--- config.mk ---
export PLATFORM = sky130hd
export DESIGN_NAME = tech_rff_pipe
export DESIGN_NICKNAME = d
export VERILOG_FILES = /design/src/rtl/tech_rff_pipe_pkg.sv /design/src/rtl/tech_rff_stage.sv /design/src/rtl/tech_rff_pipe.sv
export SDC_FILE = /design/constraint.sdc
export NUM_CORES = 1
export LEC_CHECK = 0
export CORE_MARGIN = 2
export CORE_UTILIZATION = 55
export CTS_CLUSTER_SIZE = 24
export DETAILED_ROUTE_END_ITERATION = 16
export DONT_BUFFER_PORTS = 1
export HOLD_SLACK_MARGIN = 0.1
export PLACE_DENSITY = 0.77
export REMOVE_ABC_BUFFERS = 1
export SYNTH_ARGS = -nofsm -noshare
export SYNTH_HDL_FRONTEND = slang
export SYNTH_SLANG_ARGS = --single-unit
--- constraint.sdc ---
create_clock -name clk -period 2.4 [get_ports clk]
set_input_delay 0.6 -clock clk [delete_from_list [all_inputs] [get_ports clk]]
set_output_delay 0.6 -clock clk [all_outputs]
set_load 0.005 [all_outputs]
--- src/rtl/tech_rff_pipe_pkg.sv ---
`default_nettype none
// ============================================================================
//  Module   : tech_rff_defs (package)
//  Brief    : Shared defaults, count-update encoding and the occupancy-count
//             width helper for the tech_rff elastic register pipeline.
//  Revision : 1.0 - initial release
// ============================================================================
package tech_rff_defs;

  // Default geometry of the pipeline.
  localparam int unsigned TECH_RFF_DEF_WIDTH     = 8;
  localparam int unsigned TECH_RFF_DEF_DEPTH     = 4;
  // Default value loaded into every data register on reset.
  localparam int unsigned TECH_RFF_DEF_RESET_VAL = 0;

  // Per-cycle update applied to the occupancy counter.
  typedef enum logic [1:0] {
    CNT_HOLD = 2'd0,
    CNT_INC  = 2'd1,
    CNT_DEC  = 2'd2
  } cnt_op_e;

  // Width needed to hold 0..depth. An illegal depth of 0 still yields a
  // legal width so the elaboration-time depth check is the one that fires.
  function automatic int unsigned tech_rff_cw(input int unsigned depth);
    if (depth < 1) begin
      return 1;
    end
    return $clog2(depth + 1);
  endfunction

endpackage
`default_nettype wire

--- src/rtl/tech_rff_stage.sv ---
`default_nettype none
// ============================================================================
//  Module   : tech_rff_stage
//  Brief    : One elastic register stage: a valid flop and an enable-gated
//             data flop. The stage is ready when it is empty or when the
//             stage downstream of it is ready, so bubbles collapse.
//  Revision : 1.0 - initial release
// ============================================================================
module tech_rff_stage #(
  parameter int unsigned      WIDTH     = 8,
  parameter logic [WIDTH-1:0] RESET_VAL = '0
) (
  input  logic             clk,
  input  logic             reset,
  input  logic             flush,
  input  logic             up_valid,
  input  logic [WIDTH-1:0] up_data,
  input  logic             dn_ready,
  output logic             up_ready,
  output logic             v,
  output logic [WIDTH-1:0] d
);

  logic             v_q;
  logic             v_d;
  logic [WIDTH-1:0] d_q;
  logic [WIDTH-1:0] d_d;

  // An empty stage can always take a word; a full one only if its word moves on.
  assign up_ready = ~v_q | dn_ready;

  // Next state: load from upstream when ready; data only moves with a valid word.
  always_comb begin
    v_d = v_q;
    d_d = d_q;
    if (up_ready) begin
      v_d = up_valid;
      if (up_valid) begin
        d_d = up_data;
      end
    end
  end

  // State register: reset clears valid and data, flush clears valid only.
  always_ff @(posedge clk) begin
    if (reset) begin
      v_q <= 1'b0;
      d_q <= RESET_VAL;
    end else if (flush) begin
      v_q <= 1'b0;
    end else begin
      v_q <= v_d;
      d_q <= d_d;
    end
  end

  assign v = v_q;
  assign d = d_q;

endmodule
`default_nettype wire

--- src/rtl/tech_rff_pipe.sv ---
`default_nettype none
// ============================================================================
//  Module   : tech_rff_pipe
//  Brief    : Parametrised elastic register pipeline of DEPTH stages with
//             valid/ready flow control, programmable reset value, synchronous
//             flush and a registered occupancy count.
//  Revision : 1.0 - initial release
// ============================================================================
module tech_rff_pipe
  import tech_rff_defs::*;
#(
  parameter  int unsigned      WIDTH     = TECH_RFF_DEF_WIDTH,
  parameter  int unsigned      DEPTH     = TECH_RFF_DEF_DEPTH,
  parameter  logic [WIDTH-1:0] RESET_VAL = WIDTH'(TECH_RFF_DEF_RESET_VAL),
  localparam int unsigned      CW        = tech_rff_cw(DEPTH)
) (
  input  logic             clk,
  input  logic             reset,
  input  logic             flush,
  input  logic [WIDTH-1:0] in_data,
  input  logic             in_valid,
  output logic             in_ready,
  output logic [WIDTH-1:0] out_data,
  output logic             out_valid,
  input  logic             out_ready,
  output logic [CW-1:0]    count
);

  if (DEPTH < 1) begin : g_bad_depth
    $error("tech_rff_pipe: DEPTH must be at least 1");
  end

  logic          w_accept;
  logic          w_emit;
  logic          w_last_valid;
  logic          w_first_ready;
  cnt_op_e       w_cnt_op;
  logic [CW-1:0] count_q;
  logic [CW-1:0] count_d;

  // Stage chain. Each stage owns its own ready/valid/data nets so the
  // combinational ready chain never feeds back through a shared vector.
  for (genvar i = 0; i < DEPTH; i++) begin : g_stage
    logic             w_up_ready;
    logic             w_dn_ready;
    logic             w_up_valid;
    logic [WIDTH-1:0] w_up_data;
    logic             w_v;
    logic [WIDTH-1:0] w_d;

    if (i == 0) begin : g_first
      assign w_up_valid = in_valid;
      assign w_up_data  = in_data;
    end else begin : g_inner_up
      assign w_up_valid = g_stage[i-1].w_v;
      assign w_up_data  = g_stage[i-1].w_d;
    end

    if (i == DEPTH - 1) begin : g_last
      assign w_dn_ready = out_ready;
    end else begin : g_inner_dn
      assign w_dn_ready = g_stage[i+1].w_up_ready;
    end

    tech_rff_stage #(
      .WIDTH     (WIDTH),
      .RESET_VAL (RESET_VAL)
    ) u_stage (
      .clk      (clk),
      .reset    (reset),
      .flush    (flush),
      .up_valid (w_up_valid),
      .up_data  (w_up_data),
      .dn_ready (w_dn_ready),
      .up_ready (w_up_ready),
      .v        (w_v),
      .d        (w_d)
    );
  end

  assign w_first_ready = g_stage[0].w_up_ready;
  assign w_last_valid  = g_stage[DEPTH-1].w_v;

  // Neither side may transfer while the pipe is being reset or flushed.
  assign in_ready  = w_first_ready & ~flush & ~reset;
  assign out_valid = w_last_valid & ~flush;
  assign out_data  = g_stage[DEPTH-1].w_d;

  assign w_accept = in_valid & in_ready;
  assign w_emit   = out_valid & out_ready & ~reset;

  // Occupancy update: a simultaneous accept and emit leaves the count alone.
  always_comb begin
    w_cnt_op = CNT_HOLD;
    count_d  = count_q;
    if (w_accept && !w_emit) begin
      w_cnt_op = CNT_INC;
    end else if (w_emit && !w_accept) begin
      w_cnt_op = CNT_DEC;
    end
    case (w_cnt_op)
      CNT_INC: count_d = count_q + CW'(1);
      CNT_DEC: count_d = count_q - CW'(1);
      default: count_d = count_q;
    endcase
  end

  // Occupancy register: reset and flush both empty the pipe.
  always_ff @(posedge clk) begin
    if (reset) begin
      count_q <= '0;
    end else if (flush) begin
      count_q <= '0;
    end else begin
      count_q <= count_d;
    end
  end

  assign count = count_q;

endmodule
`default_nettype wire
Yosys cells after proc, flatten, opt, wreduce, memory -nomap -nowiden
Cells that the tools add are included.
{"block": "word_totals", "reg_bits": 39, "out_inout_bits": 13, "elab_cells": 42}
{"block": "classes", "n_addsub": 2, "eq_ne": 2, "n_mux": 3, "bitwise_logic": 16, "n_reduce_logical": 10}
{"operator": "3-bit AND reduction", "count": 4}
{"operator": "1-bit AND", "count": 6}
{"operator": "1-bit inverter", "count": 6}
{"operator": "3-bit one-hot mux with 2 select lines", "count": 1}
{"operator": "2-bit two-way mux", "count": 2}
{"operator": "1-bit OR", "count": 4}
{"operator": "3-bit by 1-bit adder with 3-bit output (second input constant)", "count": 1}
{"operator": "3-bit by 1-bit subtractor with 3-bit output (second input constant)", "count": 1}
{"operator": "2-bit by 1-bit equality test with 1-bit output (second input constant)", "count": 1}
{"operator": "2-bit equality test (second input constant)", "count": 1}
{"operator": "1-bit logical AND", "count": 2}
{"operator": "1-bit logical NOT", "count": 2}
{"operator": "2-bit nonzero test", "count": 1}
{"operator": "2-bit OR reduction", "count": 1}

Logic depth before layout (Yosys ltp)
Gate-level depths: netlist of the first run.
{"block": "depth", "word_depth": 14, "mapped_depth": 9, "mapped_depth_nobuf": 7}

Modules after synthesis
From an unflattened synthesis of the first run, not the netlist that was laid out.
{"block": "hier_totals", "hier_cells": 178, "area_unflattened_um2": 1833.0}
{"module": "tech_rff_stage", "n_inst": 4, "cells_each": 40, "area_per_inst_um2": 414.1}
{"module": "tech_rff_pipe", "n_inst": 1, "cells_each": 18, "area_per_inst_um2": 176.4}

Worst setup path before layout of the first run
No wires, ideal clock.
{"block": "synth_timing", "path_type": "input -> register", "from": "input out_ready", "to": "register count_q[2], in the netlist count[2]", "arrival_ns": 2.276, "required_time_ns": 2.330, "path_slack_ns": 0.054, "path_stages": 9, "path_cell_list": "nand2b_1 buf_2 buf_2 o211ai_1 ha_1 fa_1 xnor2_1 or3_1 a21oi_1"}
{"block": "synth_between", "elab_chain_cells": 13}
{"element": "start, declared", "line_no": "tech_rff_pipe.sv:25", "rtl": "input logic out_ready,"}
{"element": "1-bit OR (4 in a row)", "line_no": "tech_rff_stage.sv:30", "rtl": "assign up_ready = ~v_q | dn_ready;"}
{"element": "1-bit AND (2 in a row)", "line_no": "tech_rff_pipe.sv:85", "rtl": "assign in_ready = w_first_ready & ~flush & ~reset;"}
{"element": "1-bit AND", "line_no": "tech_rff_pipe.sv:89", "rtl": "assign w_accept = in_valid & in_ready;"}
{"element": "1-bit logical NOT", "line_no": "tech_rff_pipe.sv:98", "rtl": "end else if (w_emit && !w_accept) begin"}
{"element": "1-bit logical AND", "line_no": "tech_rff_pipe.sv:98"}
{"element": "2-bit two-way mux", "line_no": "tech_rff_pipe.sv:98"}
{"element": "2-bit two-way mux (*)", "line_no": "tech_rff_pipe.sv:96", "rtl": "if (w_accept && !w_emit) begin"}
{"element": "2-bit equality test or 2-bit by 1-bit equality test with 1-bit output (tied branches)", "line_no": "tech_rff_pipe.sv:101", "rtl": "case (w_cnt_op)"}
{"element": "3-bit one-hot mux with 2 select lines or 2-bit nonzero test (tied branches)"}
{"element": "end signal, assigned", "line_no": "tech_rff_pipe.sv:115", "rtl": "count_q <= count_d;"}
{"element": "end, declared", "line_no": "tech_rff_pipe.sv:38", "rtl": "logic [CW-1:0] count_q;"}
Every way passes the cells marked *; elsewhere a longest branch is shown, timed or not.
A chain may end at the register's enable or synchronous reset.

Worst setup path after layout of the first run
{"block": "layout_timing", "from": "register g_stage[2].u_stage.v_q", "to": "register count_q[2], in the netlist count[2]"}
{"block": "layout_between", "elab_chain_cells": 13}
{"element": "start, declared", "line_no": "tech_rff_stage.sv:24", "rtl": "logic v_q;"}
{"element": "start signal, assigned", "line_no": "tech_rff_stage.sv:52", "rtl": "v_q <= v_d;"}
{"element": "1-bit inverter (*)", "line_no": "tech_rff_stage.sv:30"}
{"element": "1-bit OR (*) (3 in a row)", "line_no": "tech_rff_stage.sv:30"}
{"element": "1-bit AND (*) (2 in a row)", "line_no": "tech_rff_pipe.sv:85"}
{"element": "1-bit AND (*)", "line_no": "tech_rff_pipe.sv:89"}
{"element": "1-bit logical NOT", "line_no": "tech_rff_pipe.sv:98"}
{"element": "1-bit logical AND", "line_no": "tech_rff_pipe.sv:98"}
{"element": "2-bit two-way mux", "line_no": "tech_rff_pipe.sv:98"}
{"element": "2-bit two-way mux (*)", "line_no": "tech_rff_pipe.sv:96"}
{"element": "2-bit equality test or 2-bit by 1-bit equality test with 1-bit output (tied branches)", "line_no": "tech_rff_pipe.sv:101"}
{"element": "3-bit one-hot mux with 2 select lines or 2-bit nonzero test (tied branches)"}
Marked as above.

==> summary.md, run 1 <==
| Metric | Value |
|---|---|
| MaxCap Viol Count | `0` |
| # DRC | `0` |
| Worst skew pair latency | `350 ps` |
| Status | `completed` |
| Ranking of synthesized cells by area | `dfxtp_1, mux2i_1, nand2_1, nand3_1, o2111ai_1` |
| Slowest cell on the critical path | `dfxtp_1` |
| Switching power | `0.243 mW` |
| Clock sink count | `39` |
| Vias in the first global route | `1122` |
| Startpoint types | `register` |
| Clock Skew | `11.3 ps` |
| First-iteration detailed-routing DRC count | `41` |
| Synth Flop Type | `dfxtp_1` |
| Critical path peak fanout | `18` |
| Area leader, netlist | `dfxtp_1` |
| Overall die height | `59.5 um` |
| Initial core utilization | `0.564` |
| Sequential Power Share | `0.570` |
| Filler cells | `277` |
| Die area | `3540 um2` |
| NumNets Final | `187` |
| Final min period | `2130 ps` |
| Hold WC Path Type | `in -> reg` |
| Post_cts resized | `0` |
| GRT Residual Overflow | `0` |
| Vias | `1232` |
| Tot Pwr | `1.16 mW` |
| Pin count of the biggest net entering global routing | `41` |
| VDD IR max | `0.386 mV` |
| TritonCTS Buffers | `5` |
| Asr flop ratio synth | `0` |
| CTS tree | `built` |
| CP max stage delay | `570 ps` |
| Final setup fails | `0` |
| Std cell rows | `20` |
| Port bufs | `0` |
| Most frequent cell after synthesis | `dfxtp_1` |
| Core area | `3000 um2` |
| Pint | `0.917 mW` |
| Post-synth EDFFs | `0` |
| TritonRoute pass-1 iters | `4` |
| I/O Pins | `26` |
| Sequential share of the synthesized area | `0.461` |
| CTS Root Cell | `clkbuf_4` |
| Ant. Diodes | `0` |
| Switching Fraction | `0.210` |
| DR WL/cell | `14.4 um` |
| Max_slew headroom | `0.589` |
| Global-route wire length before repair | `5110 um` |
| Max H-tree Level | `2` |
| Critical Path RT | `2690 ps` |
| Worst-path clk slew | `120 ps` |
| CP bufs+invs | `0` |
| Crit path max-delay family | `simple AND/OR/NAND/NOR gates` |
| DP Worst Slack | `172 ps` |
| Final wirelength | `2970 um` |
| Worst-Margin Slew | `615 ps` |
| Global-route usage over all layers | `0.195` |
| Setup Fix Bufs, Post-CTS | `0` |
| Worst setup margin | `267 ps` |
| Cell variety after synth | `32` |
| Clk buf depth | `2` |
| Flops & latches, synth | `39` |
| Antenna violations before repair | `0` |
| Antenna Nets Post-Route | `0` |
| Pwr/cell area | `667 nW/um2` |
| Final GP Congestion | `0.789` |
| Worst setup EP type | `register` |
| CP Class | `reg -> reg` |
| RSZ-0062 raised after global routing | `false` |
| Ys Warns | `0` |
| Tcrit/Tclk final | `0.889` |
| Hold buffer count at CTS | `0` |
| Worst EP arrival | `2420 ps` |
| Fraction of layout cells with a size suffix above 1 | `0.0751` |
| Die X | `59.5 um` |
| Avg Synthesized Cell Area | `9.36 um2` |
| Leakage | `0.615 nW` |
| Comb power frac | `0.036` |
| Cells after Synth | `181` |
| Critical path cell sequence | `nand3_4 > o211ai_1 > ha_1 > fa_1 > xnor2_1 > or3_1 > a21oi_1` |
| Slew Limit Fails | `0` |
| Netlist Area Pre-Place | `1690 um2` |
| Area share of the largest cell type after synthesis | `0.461` |
| Syn-to-layout area delta | `2.73%` |
| Dpl hpwl | `2140 um` |
| Post-synth top cells | `dfxtp_1, nand2_1, mux2i_1` |
| Hold Fails Final Rpt | `0` |
| Clk network pwr share | `0.394` |
| Max Clock Freq | `469 MHz` |
| Drt via density | `5.98` |
[final timing paths]
kind	start	end	slack, ps	cells after the start
max	g_stage[2].u_stage.v$_SDFFE_PP0P_	count[2]$_SDFFE_PP0P_	270	7
min	reset	g_stage[3].u_stage.d[4]$_SDFFE_PP0P_	300	1
max reg2reg	g_stage[2].u_stage.v$_SDFFE_PP0P_	count[2]$_SDFFE_PP0P_	270	7
min reg2reg	g_stage[2].u_stage.d[6]$_SDFFE_PP0P_	g_stage[2].u_stage.d[6]$_SDFFE_PP0P_	470	2
[metal layers]
layer,vias up,routed length (um),GRT usage
li1,634,-,-
met1,560,1360,0.252
met2,33,1380,0.300
met3,5,176,0.0677
met4,0,48,0.0762
met5,-,0,0
[registers in the layout, indices dropped and copies added, names as in the netlist]
register           flops
g_stage.u_stage.v      4
g_stage.u_stage.d     32
count                  3
[layout make-up]
class / instances / area (um2) / area share
inverters: 3 / 11.3 / 0.00647
clock buffers: 6 / 51.3 / 0.0295
clock inverters: 2 / 35.0 / 0.0201
well taps: 33 / 41.3 / 0.0237
repair buffers: 1 / 7.51 / 0.00431
multi-input cells: 122 / 813 / 0.467
flip-flops and latches: 39 / 781 / 0.449
[kinds of logic (layout without fill, tap and decap cells)]
kind of cell,Yosys count,count (layout),synth area share
AOI/OAI and AO/OA,41,41,0.178
xor gates and xnor gates,2,2,0.0103
adders and majority gates,2,2,0.0192
buffers and inverters,20,12,0.0591
DFF,39,39,0.461
muxes,17,17,0.100
and+or+nand+nor,60,60,0.172
[cells in the final DEF (no fill, tap or decap), types with 2 or more instances in the layout]
cell       instances
a21oi_1           10
clkbuf_4           5
dfxtp_1           39
inv_1              2
mux2i_1           17
nand2_1           24
nand2b_1           3
nand3_1           16
nor2_1             9
nor2b_1            3
o2111ai_1          8
o21ai_0            9
o311ai_1           8
[power groups by stage]
stage	sequential, mW	clock (mW)	combinational (mW)
final	0.662	0.457	0.0418
after detailed placement	0.676	0	0.0417
after global placement	0.676	0	0.0397
after global routing	0.663	0.495	0.0471
after CTS	0.662	0.463	0.0420
after floorplan	0.675	0	0.0339
[metrics by stage]
step,cells,hold slack (ps),util,TNS (ps),area [um2]
4_1_cts,206,291,0.580,0,1740
6_report,206,303,0.580,0,1740
2_1_floorplan,164,438,-,-144,1610
3_5_place_dp,198,454,0.551,0,1650
3_3_place_gp,198,452,0.551,0,1650
5_1_grt,206,279,0.580,0,1740
Note: power is estimated with default switching activity, not from simulation.
==> run 2: changes to the inputs <==
==> constraint.sdc (replaced) <==
create_clock -name clk -period 1.75 [get_ports clk]
set_input_delay 0.4375 -clock clk [delete_from_list [all_inputs] [get_ports clk]]
set_output_delay 0.4375 -clock clk [all_outputs]
set_load 0.005 [all_outputs]
==> run 2 against run 1 <==
Sequential share of layout area down 1.6 points. Power up 28%. Utilization up 2.3 points. Flip-flop and latch count unchanged. Cell count up 4.9%. Register-to-register slack worse by 260 ps. Combinational power up 57%. Via count up 3.9%. Critical path type unchanged. Highest routed layer unchanged. Clock skew down 3.1 ps. Largest power group unchanged. Largest cell class unchanged. Setup slack worse by 260 ps. Clock power up 12%.
==> summary.md, run 2 (synthesis results as in run 1) <==
| Metric | Value |
|---|---|
| Antenna violations before repair | `0 (unchanged)` |
| Die area | `3540 um2 (unchanged)` |
| Ant. Diodes | `0 (unchanged)` |
| Leakage | `0.654 nW (was 0.615 nW)` |
| Status | `completed (unchanged)` |
| Clock Skew | `8.19 ps (was 11.3 ps)` |
| Tcrit/Tclk final | `0.995 (was 0.889)` |
| Port bufs | `0 (unchanged)` |
| Clk network pwr share | `0.344 (was 0.394)` |
| CTS tree | `built (unchanged)` |
| Switching Fraction | `0.216 (was 0.210)` |
| Max Clock Freq | `574 MHz (was 469 MHz)` |
| Fraction of layout cells with a size suffix above 1 | `0.148 (was 0.0751)` |
| Core area | `3000 um2 (unchanged)` |
| Tot Pwr | `1.48 mW (was 1.16 mW)` |
| WHS Endpoint | `g_stage[3].u_stage.d[4]$_SDFFE_PP0P_ (unchanged)` |
| First-iteration detailed-routing DRC count | `57 (was 41)` |
| Die X | `59.5 um (unchanged)` |
| Final setup fails | `0 (unchanged)` |
| Setup Total Neg Slack | `0 ps (unchanged)` |
| TritonRoute pass-1 iters | `4 (unchanged)` |
| Worst-path clk slew | `110 ps (was 120 ps)` |
| Initial core utilization | `0.564 (unchanged)` |
| Slew Limit Fails | `0 (unchanged)` |
| Clk buf depth | `2 (unchanged)` |
| Vias in the first global route | `1210 (was 1122)` |
| Clock sink count | `39 (unchanged)` |
| Critical Path RT | `2020 ps (was 2690 ps)` |
| Overall die height | `59.5 um (unchanged)` |
| Antenna Nets Post-Route | `0 (unchanged)` |
| Drt via density | `5.93 (was 5.98)` |
| Syn-to-layout area delta | `6.79% (was 2.73%)` |
| Dpl hpwl | `2230 um (was 2140 um)` |
| Worst EP arrival | `2010 ps (was 2420 ps)` |
| Pin count of the biggest net entering global routing | `38 (was 41)` |
| Hold WC Path Type | `in -> reg (unchanged)` |
| TritonCTS Buffers | `5 (unchanged)` |
| NumNets Final | `197 (was 187)` |
| Hold_sp | `reset (unchanged)` |
| Pint | `1.16 mW (was 0.917 mW)` |
| Critical path peak fanout | `3 (was 18)` |
| Reg2reg start | `g_stage[3].u_stage.v$_SDFFE_PP0P_ (was g_stage[2].u_stage.v$_SDFFE_PP0P_)` |
| Area occupied by multi-input gates | `822 um2 (was 813 um2)` |
| R2R Setup Slk | `9 ps (was 270 ps)` |
| Fin Hold WS | `157 ps (was 303 ps)` |
| Pwr/cell area | `819 nW/um2 (was 667 nW/um2)` |
| Std cell rows | `20 (unchanged)` |
| VDD IR max | `0.509 mV (was 0.386 mV)` |
| Most common cell after layout, fill and taps aside | `dfxtp_1 (unchanged)` |
| CP Class | `reg -> reg (unchanged)` |
| Max reg flops | `32 (unchanged)` |
| Switching power | `0.320 mW (was 0.243 mW)` |
| Worst reg2reg path endpoint | `count[2]$_SDFFE_PP0P_ (unchanged)` |
| GRT Residual Overflow | `0 (unchanged)` |
| MaxCap Viol Count | `0 (unchanged)` |
| Final GP Congestion | `0.748 (was 0.789)` |
| Worst skew pair latency | `330 ps (was 350 ps)` |
| Comb power frac | `0.044 (was 0.036)` |
| # DRC | `0 (unchanged)` |
| Hold Fails Final Rpt | `0 (unchanged)` |
| Sequential Power Share | `0.611 (was 0.570)` |
| Worst-Margin Slew | `548 ps (was 615 ps)` |
| Vias | `1280 (was 1232)` |
| DR WL/cell | `14.2 um (was 14.4 um)` |
| Hold path depth | `1 (unchanged)` |
| Startpoint types | `register (unchanged)` |
| Max_slew headroom | `0.634 (was 0.589)` |
| Most frequent cells in the layout | `dfxtp_1, nand2_1, mux2i_1, nand3_1, buf_4 (was dfxtp_1, nand2_1, mux2i_1, nand3_1, a21oi_1)` |
| Global-route usage over all layers | `0.200 (was 0.195)` |
| I/O Pins | `26 (unchanged)` |
| Max H-tree Level | `2 (unchanged)` |
| Worst setup EP type | `register (unchanged)` |
| Register area | `783 um2 (was 781 um2)` |
| CTS Root Cell | `clkbuf_4 (unchanged)` |
| Filler cells | `258 (was 277)` |
| Global-route wire length before repair | `5330 um (was 5110 um)` |
| RSZ-0062 raised after global routing | `true (was false)` |
| Worst r2r path cells | `7 (unchanged)` |
| Hold buffer count at CTS | `0 (unchanged)` |
| Final wirelength | `3060 um (was 2970 um)` |
| Final min period | `1740 ps (was 2130 ps)` |
[run 2: worst max-delay path, cell delays in order, from the launching register on]
cell	delay, ps
dfxtp_2	340
nand2b_1	80
o211ai_1	120
ha_2	210
fa_2	330
xnor2_1	130
or3_1	330
a21oi_2	140
[run 2: metrics by stage]
stage / setup WS, ps / utilization / cell area [um2] / std cells
2_1_floorplan: -631 / - / 1610 / 164
3_3_place_gp: -171 / 0.568 / 1710 / 205
3_5_place_dp: -327 / 0.568 / 1710 / 205
4_1_cts: 8.95 / 0.603 / 1810 / 216
5_1_grt: -78.6 / 0.603 / 1810 / 216
6_report: 9.06 / 0.603 / 1810 / 216
[run 2: power by group through the flow]
stage	Clock [mW]	Combinational (mW)	Sequential [mW]
final	0.510	0.0657	0.906
after global routing	0.560	0.0745	0.909
after CTS	0.517	0.0662	0.906
after detailed placement	0	0.0638	0.927
after global placement	0	0.0610	0.926
after floorplan	0	0.0465	0.926
[run 2: what timing repair did]
action                                  4_1_cts  5_1_grt
gates resized for setup                       5        0
hold endpoints to repair                      0        0
setup buffers                                 3        0
endpoints found under the setup margin        1        2
pin swaps                                     2        0
[run 2: routing by layer]
layer / wire [um] / share of wire / vias to the layer above / GRT usage
met4: 54 / 0.018 / 0 / 0.0762
li1: - / - / 651 / -
met3: 167 / 0.055 / 8 / 0.0546
met1: 1400 / 0.46 / 590 / 0.252
met5: 0 / 0 / - / 0
met2: 1440 / 0.47 / 31 / 0.327
[run 2: worst max-delay path by stage]
stage	from	cells past startpoint	slack (ps)	to
after global routing	g_stage[3].u_stage.v$_SDFFE_PP0P_	4	-80	in_ready
after global placement	reset	7	-170	count[2]$_SDFFE_PP0P_
final	g_stage[3].u_stage.v$_SDFFE_PP0P_	7	9	count[2]$_SDFFE_PP0P_
after CTS	g_stage[3].u_stage.v$_SDFFE_PP0P_	7	9	count[2]$_SDFFE_PP0P_
after detailed placement	reset	7	-330	count[2]$_SDFFE_PP0P_
after floorplan	out_ready	7	-630	count[2]$_SDFFE_PP0P_
[run 2: final cells by class]
type,instances,area share
flip-flops and latches,39,0.433
multi-input cells,122,0.454
well taps,33,0.0228
clock buffers,8,0.0380
inverters,3,0.00622
repair buffers,11,0.0456
